<file path="src/rtl/bpsk_symbol_demod.sv">
// BPSK symbol demodulator: counts per-symbol agreement with a local square-wave carrier,
// slices bits into words and hands them off through a one-deep buffer. Optional macro: DEMOD_ERASURE_EN.
module bpsk_symbol_demod #(
  parameter int WAVELENGTH     = 16,
  parameter int PAYLOAD_BITS   = 8,
  parameter int FRAME_WORDS    = 4,
  parameter int ERASURE_MARGIN = 2
) (
  input  logic                    clk,
  input  logic                    reset,
  input  logic                    signal,
  input  logic                    corr_done,
  output logic [PAYLOAD_BITS-1:0] out_data,
  output logic                    out_valid,
  input  logic                    out_ready,
  output logic                    out_erasure,
  output logic                    frame_active,
  output logic                    overrun
);

  localparam int PW   = $clog2(WAVELENGTH);
  localparam int AW   = PW + 1;
  localparam int BW   = $clog2(PAYLOAD_BITS + 1);
  localparam int WW   = $clog2(FRAME_WORDS + 1);
  localparam int HALF = WAVELENGTH / 2;

  typedef enum logic {SEARCH, RECEIVE} state_t;

  state_t                  state, state_nxt;
  logic [PW-1:0]           phase;
  logic [AW-1:0]           acc;
  logic [BW-1:0]           bit_cnt;
  logic [WW-1:0]           word_cnt;
  logic [PAYLOAD_BITS-1:0] shreg;

  logic                    ref_bit;
  logic                    match;
  logic                    sym_end;
  logic                    word_done;
  logic                    frame_done;
  logic                    bit_val;
  logic [AW-1:0]           acc_total;
  logic [PAYLOAD_BITS-1:0] word_next;

  always_comb begin
    ref_bit    = (phase < PW'(HALF));
    match      = ~(signal ^ ref_bit);
    acc_total  = acc + AW'(match);
    bit_val    = (acc_total > AW'(HALF));
    sym_end    = (state == RECEIVE) && (phase == PW'(WAVELENGTH - 1));
    word_done  = sym_end && (bit_cnt == BW'(PAYLOAD_BITS - 1));
    frame_done = word_done && (word_cnt == WW'(FRAME_WORDS - 1));
    word_next  = {shreg[PAYLOAD_BITS-2:0], bit_val};
  end

  always_ff @(posedge clk) begin
    if (reset) state <= SEARCH;
    else       state <= state_nxt;
  end

  always_comb begin
    state_nxt    = state;
    frame_active = 1'b0;
    case (state)
      SEARCH: begin
        if (corr_done) state_nxt = RECEIVE;
      end
      RECEIVE: begin
        frame_active = 1'b1;
        if (frame_done) state_nxt = SEARCH;
      end
      default: state_nxt = SEARCH;
    endcase
  end

  always_ff @(posedge clk) begin
    if (reset) begin
      phase    <= '0;
      acc      <= '0;
      bit_cnt  <= '0;
      word_cnt <= '0;
      shreg    <= '0;
    end else if (state == RECEIVE) begin
      if (sym_end) begin
        phase   <= '0;
        acc     <= '0;
        shreg   <= word_next;
        bit_cnt <= word_done ? '0 : bit_cnt + BW'(1);
        if (word_done) word_cnt <= frame_done ? '0 : word_cnt + WW'(1);
      end else begin
        phase <= phase + PW'(1);
        acc   <= acc_total;
      end
    end else begin
      phase    <= '0;
      acc      <= '0;
      bit_cnt  <= '0;
      word_cnt <= '0;
    end
  end

  // The last bit is merged combinationally so the word lands in the buffer on its own sample edge.
  always_ff @(posedge clk) begin
    if (reset) begin
      out_data  <= '0;
      out_valid <= 1'b0;
      overrun   <= 1'b0;
    end else if (word_done) begin
      if (!out_valid || out_ready) begin
        out_data  <= word_next;
        out_valid <= 1'b1;
      end else begin
        overrun <= 1'b1;
      end
    end else if (out_valid && out_ready) begin
      out_valid <= 1'b0;
    end
  end

`ifdef DEMOD_ERASURE_EN
  logic [AW-1:0] dist;
  logic          low_conf;
  logic          eras_flag;
  logic          cand_eras;

  always_comb begin
    dist      = (acc_total >= AW'(HALF)) ? acc_total - AW'(HALF) : AW'(HALF) - acc_total;
    low_conf  = (dist <= AW'(ERASURE_MARGIN));
    cand_eras = eras_flag | low_conf;
  end

  always_ff @(posedge clk) begin
    if (reset) begin
      eras_flag   <= 1'b0;
      out_erasure <= 1'b0;
    end else begin
      if (sym_end) eras_flag <= word_done ? 1'b0 : cand_eras;
      if (word_done && (!out_valid || out_ready)) out_erasure <= cand_eras;
    end
  end
`else
  assign out_erasure = 1'b0;
`endif

endmodule

</file>
<file path="config.mk">
export PLATFORM = sky130hd
export DESIGN_NAME = bpsk_symbol_demod
export DESIGN_NICKNAME = d
export VERILOG_FILES = /design/src/rtl/bpsk_symbol_demod.sv
export SDC_FILE = /design/constraint.sdc
export NUM_CORES = 1
export LEC_CHECK = 0
export ABC_AREA = 0
export ABC_CLOCK_PERIOD_IN_PS = 2700
export BUFFER_PORTS_ARGS = -buffer_cell sky130_fd_sc_hd__buf_2
export CAP_MARGIN = 20
export CORE_MARGIN = 2
export CORE_UTILIZATION = 43
export CTS_CLUSTER_SIZE = 12
export DETAILED_ROUTE_END_ITERATION = 16
export PLACE_DENSITY = 0.74
export RECOVER_POWER = 50
export SETUP_SLACK_MARGIN = 0.3
export SYNTH_ARGS = -nofsm -noshare
export SYNTH_HDL_FRONTEND = slang
export SYNTH_SLANG_ARGS = --single-unit
</file>
<file path="constraint.sdc">
create_clock -name clk -period 2.7 [get_ports clk]
set_input_delay 0 -clock clk [delete_from_list [all_inputs] [get_ports clk]]
set_output_delay 0 -clock clk [all_outputs]
set_load 0.02 [all_outputs]
</file>
; After elaboration in Yosys (flattened, before gate mapping)
; Cells that the tools add are included.
[totals]
regBits = 34
input_bits = 5
wordCells = 46
[classes]
n_addsub = 4
n_lt_le_gt_ge = 2
n_eq_ne = 4
muxes = 9
n_bitwise = 4
n_reduce_logical = 14
[op_table]
columns = cell, count
row1 = AND reduction 2 bit, 5
row2 = "adder 4 x 1 -> 4 bit, second input constant", 2
row3 = two-way mux 1 bit, 6
row4 = adder 5 x 1 -> 5 bit, 1
row5 = "greater-than comparator 5 x 4 -> 1 bit, second input constant", 1
row6 = "equality test 4 x 3 -> 1 bit, second input constant", 1
row7 = "equality test 4 bit, second input constant", 1
row8 = logical AND 1 bit, 4
row9 = "< comparator 4 bit, second input constant", 1
row10 = two-way mux 4 bit, 1
row11 = "adder 3 x 1 -> 3 bit, second input constant", 1
row12 = "equality test 3 x 2 -> 1 bit, second input constant", 1
row13 = two-way mux 3 bit, 1
row14 = inverter 1 bit, 3
row15 = OR reduction 3 bit, 1
row16 = "!= test 2 x 1 -> 1 bit, second input constant", 1
row17 = one-hot mux 1 bit (2 select lines), 1
row18 = nonzero test 2 bit, 1
row19 = OR reduction 2 bit, 1
row20 = logical NOT 1 bit, 1
row21 = logical OR 1 bit, 1
row22 = bitwise XOR 1 bit, 1

; Logic depth before layout (Yosys ltp)
[depth]
word_depth = 6
mapped_depth = 7

; Worst setup path before layout
; No wires, ideal clock.
[synth_path]
path_kind = register -> register
start = register phase[3]
end = register out_data[0]
setup_ns = 0.144
t_arrival_ns = 1.854
t_required_ns = 2.556
setup_slack_ns = 0.702
path_stages_with_launch = 8
path_buffers = 0
period_less_slack_ns = 1.998
path_cell_list = dfxtp_1 > xor2_1 > ha_1 > ha_1 > or3b_2 > a31oi_1 > o31a_1 > o22ai_1
[synth_via]
elab_chain_len = 5
word_cells_on_any_way = 9
[synth_lines]
columns = element, line_no
row1 = from (decl), 30  ; logic [PW-1:0] phase;
row2 = from (signal assigned), 91  ; phase <= phase + PW'(1);
row3 = < comparator 4 bit, 46  ; ref_bit = (phase < PW'(HALF));
row4 = bitwise XOR 1 bit, 47  ; match = ~(signal ^ ref_bit);
row5 = inverter 1 bit, 47
row6 = adder 5 x 1 -> 5 bit, 48  ; acc_total = acc + AW'(match);
row7 = named net acc_total[1], 42  ; logic [AW-1:0] acc_total;
row8 = greater-than comparator 5 x 4 -> 1 bit, 49  ; bit_val = (acc_total > AW'(HALF));
row9 = to (signal assigned), 110  ; out_data <= word_next;
row10 = to (decl), 13  ; output logic [PAYLOAD_BITS-1:0] out_data,
; The timed path passes the listed nets, and every way through them passes these cells.
; A chain may end at the register's enable or synchronous reset.

; Worst setup path in the final report
[layout_path]
start = register phase[3]
end = register shreg[0]
[layout_via]
elab_chain_len = 5
word_cells_on_any_way = 8
[layout_lines]
columns = element, line_no
row1 = < comparator 4 bit, 46
row2 = bitwise XOR 1 bit, 47
row3 = inverter 1 bit, 47
row4 = adder 5 x 1 -> 5 bit, 48
row5 = named net acc_total[1], 42
row6 = greater-than comparator 5 x 4 -> 1 bit, 49
row7 = to (signal assigned), 87  ; shreg <= word_next;
row8 = to (decl), 34  ; logic [PAYLOAD_BITS-1:0] shreg;
; The timed path passes the listed nets, and every way through them passes these cells.

==> reports/results.ini <==
[yosys]
muxShareOfSynthArea=0.05818
ys_seq_area_frac=0.4945
synth_top_family_by_area=simple AND/OR/NAND/NOR gates
synthFlopType=dfxtp_1
synth_fp_nets=157
yosysMostFrequentCell=dfxtp_1
synth_cells=147
syn_avg_cell_area_sq_um=9.363
syn-cell-area_sq_um=1376
synth-simple-area-share=0.2555
async_flop_share=0
synth_edf_count=0
synth.ff_latch_count=34
synth_compound_area_frac=0.08000
synth_xor_area_frac=0.04455
synth_common_cells=dfxtp_1 (34), nor2_1 (21), nand2_1 (20)
synth_adder_area_share=0.04545
yosysUniqueCellTypes=32
ys_top_cells_by_area=dfxtp_1 (49%), mux2i_1 (5.8%), nor2_1 (5.7%), nand2_1 (5.5%), a21oi_1 (4.7%)
yosysTopAreaCell=dfxtp_1
synth_top_area_share=0.4945
ys_warn_count=0

[run_status]
outcome=completed

[critical_path]
path_buf_inv=0
worstPathRequired_ns=2.92
crit_start=phase[3]
max_stage_delay_ns=0.47
start_kind=flop
cp.depth=7
worstReg2RegStart=phase[3]
cp_data_arrival_time_ns=2.39
cp-end-kind=flop
crit_top_cell=ha_1
r2r_cells=7
path_cells=xor2_1 -> ha_1 -> ha_1 -> or3b_2 -> a31oi_1 -> o31a_1 -> o41ai_1
worstSetupPathType=flop to flop
critPathTopFamily=adder cells
path_max_fanout=4
slowest_stage=or3b_2

[worst_hold_path]
min_delay_path_depth=2
hp-class=primary input to flop
hp-start=reset

[sta]
fmax_ghz=0.4601
setup_viol=0
setup_tns_ns=0
slew_violations=0
timing.final.crit_share=0.8050
finalHoldViolCount=0
rsz0062_at_grt=no
min_period_ns=2.173
fin_worst_skew_ns=0.003782

[cts]
clock_latency_ns=0.34
clk_pin_slew_ns=0.10
ctsHoldBuffers=2
post_cts_resized=0
cts_tree=built
postCtsSetupRepairBufs=0
htreeDepth=2
cts_num_sinks=34
cts_buffers=5
cts_buffer_depth=2
cts.root.buffer_cell=clkbuf_4

[finish]
seq_area_sq_um=680.7
syn_to_final_growth_pct=14.27
n_fill_cell=305
multi_input_area_sq_um=669.4
fin_nets=179
drive_gt1_frac=0.1059
diodes=0
fin_area_sq_um=1573

[die]
start_util=0.4508
io_pins=17
fp.dieW_um=60.58
fp.dieH_um=60.58
rows=20
fp.coreArea_sq_um=3053
die-area_sq_um=3669

[route]
routedWlPerCell_um=11.78
drtAntennaViolNets=0
vias=1078
drt_first_pass_iters=4
drt-initial-drc-count=57
via_per_inst=5.037
remaining_drc_errors=0
routed_wl_mm=2.520

[power_and_ir_drop]
peakVddDrop_mv=0.3157
p_leak_nw=0.5670
power.density_nw_per_um2=524.9

[global_routing]
track_usage=0.1674
grt_overflow=0
grt_pass1_wl_mm=4.422
antenna_found_initial=0
grt_pass1_vias=995
grt_max_degree=23

[job]
maxCapViolCount=0

[placement]
gp_congestion=0.7516
placed_area_sq_um=1506
io_buffers=15
dpl.hpwl_mm=1.776

-- layout make-up --
type | instances | area share
Clock buffer | 7 | 0.03500
Clock inverter | 1 | 0.003182
Inverter | 1 | 0.002387
Multi-Input combinational cell | 107 | 0.4256
Sequential cell | 34 | 0.4328
Tap cell | 44 | 0.03500
Timing Repair Buffer | 20 | 0.06603
-- placed cells by master (no fill, tap or decap), types with 2 or more instances in the layout --
master,n
nand2_1,20
a21oi_1,13
xor2_1,4
ha_1,5
mux2i_1,8
xnor2_1,3
nand3b_1,2
nand2b_1,3
nand4_1,2
clkbuf_4,5
clkbuf_1,12
a211oi_1,2
nand3_1,3
buf_4,3
nor2_1,21
dlygate4sd3_1,2
dfxtp_1,34
buf_2,4
and3_1,3
or3_1,3
nor2b_1,3
-- routing by layer --
layer,up-vias,GRT usage,share of wire
li1,547,-,-
met1,499,0.2061,0.47
met2,24,0.2611,0.46
met3,8,0.05117,0.045
met4,0,0.09317,0.025
met5,-,0,0
-- metrics by stage --
stage          power [mW]  worst slack [ns]  cells    util  hold WS, ns
5_1_grt            0.8561            0.3761    214  0.5152      0.07340
3_5_place_dp       0.5445            0.5322    204  0.4934       0.2860
2_1_floorplan      0.5364            0.7021    147       -       0.1720
4_1_cts            0.8304            0.5166    214  0.5197      0.05400
3_3_place_gp       0.5430            0.6425    204  0.4934       0.2844
6_report           0.8255            0.5266    214  0.5152      0.04535
-- state kept, by name, summed over array words and instances (netlist names) --
signal     cells
state          1
out_valid      1
acc            5
bit_cnt        4
out_data       8
word_cnt       3
overrun        1
phase          4
shreg          7
-- worst paths after layout --
kind | endpoint | slack [ns]
max | shreg[0] | 0.53
min | out_data[2] | 0.05
max reg2reg | shreg[0] | 0.53
min reg2reg | word_cnt[2] | 0.45
-- power breakdown --
part	switching [mW]	internal, mW	leakage, nW	total [mW]
clock	0.165	0.126	0.0353	0.291
sequential	0.00365	0.504	0.274	0.508
combinational	0.0163	0.0106	0.257	0.0270
-- logic make-up (layout without fill, tap and decap cells) --
family,after synthesis,in the layout
AND/OR/NAND/NOR,67,67
flip-flops,34,34
AO/OA/AOI/OAI,19,19
multiplexers,8,8
XOR/XNOR,7,7
buffers and inverters,6,29
adder cells (fa/ha/maj),5,5
other,1,1
-- worst reg2reg max path, cell delays in order (launching register included) --
cell,delay [ns]
dfxtp_1,0.45
xor2_1,0.18
ha_1,0.24
ha_1,0.28
or3b_2,0.47
a31oi_1,0.17
o31a_1,0.19
o41ai_1,0.09
No activity file was read; power rests on OpenSTA's default activity.
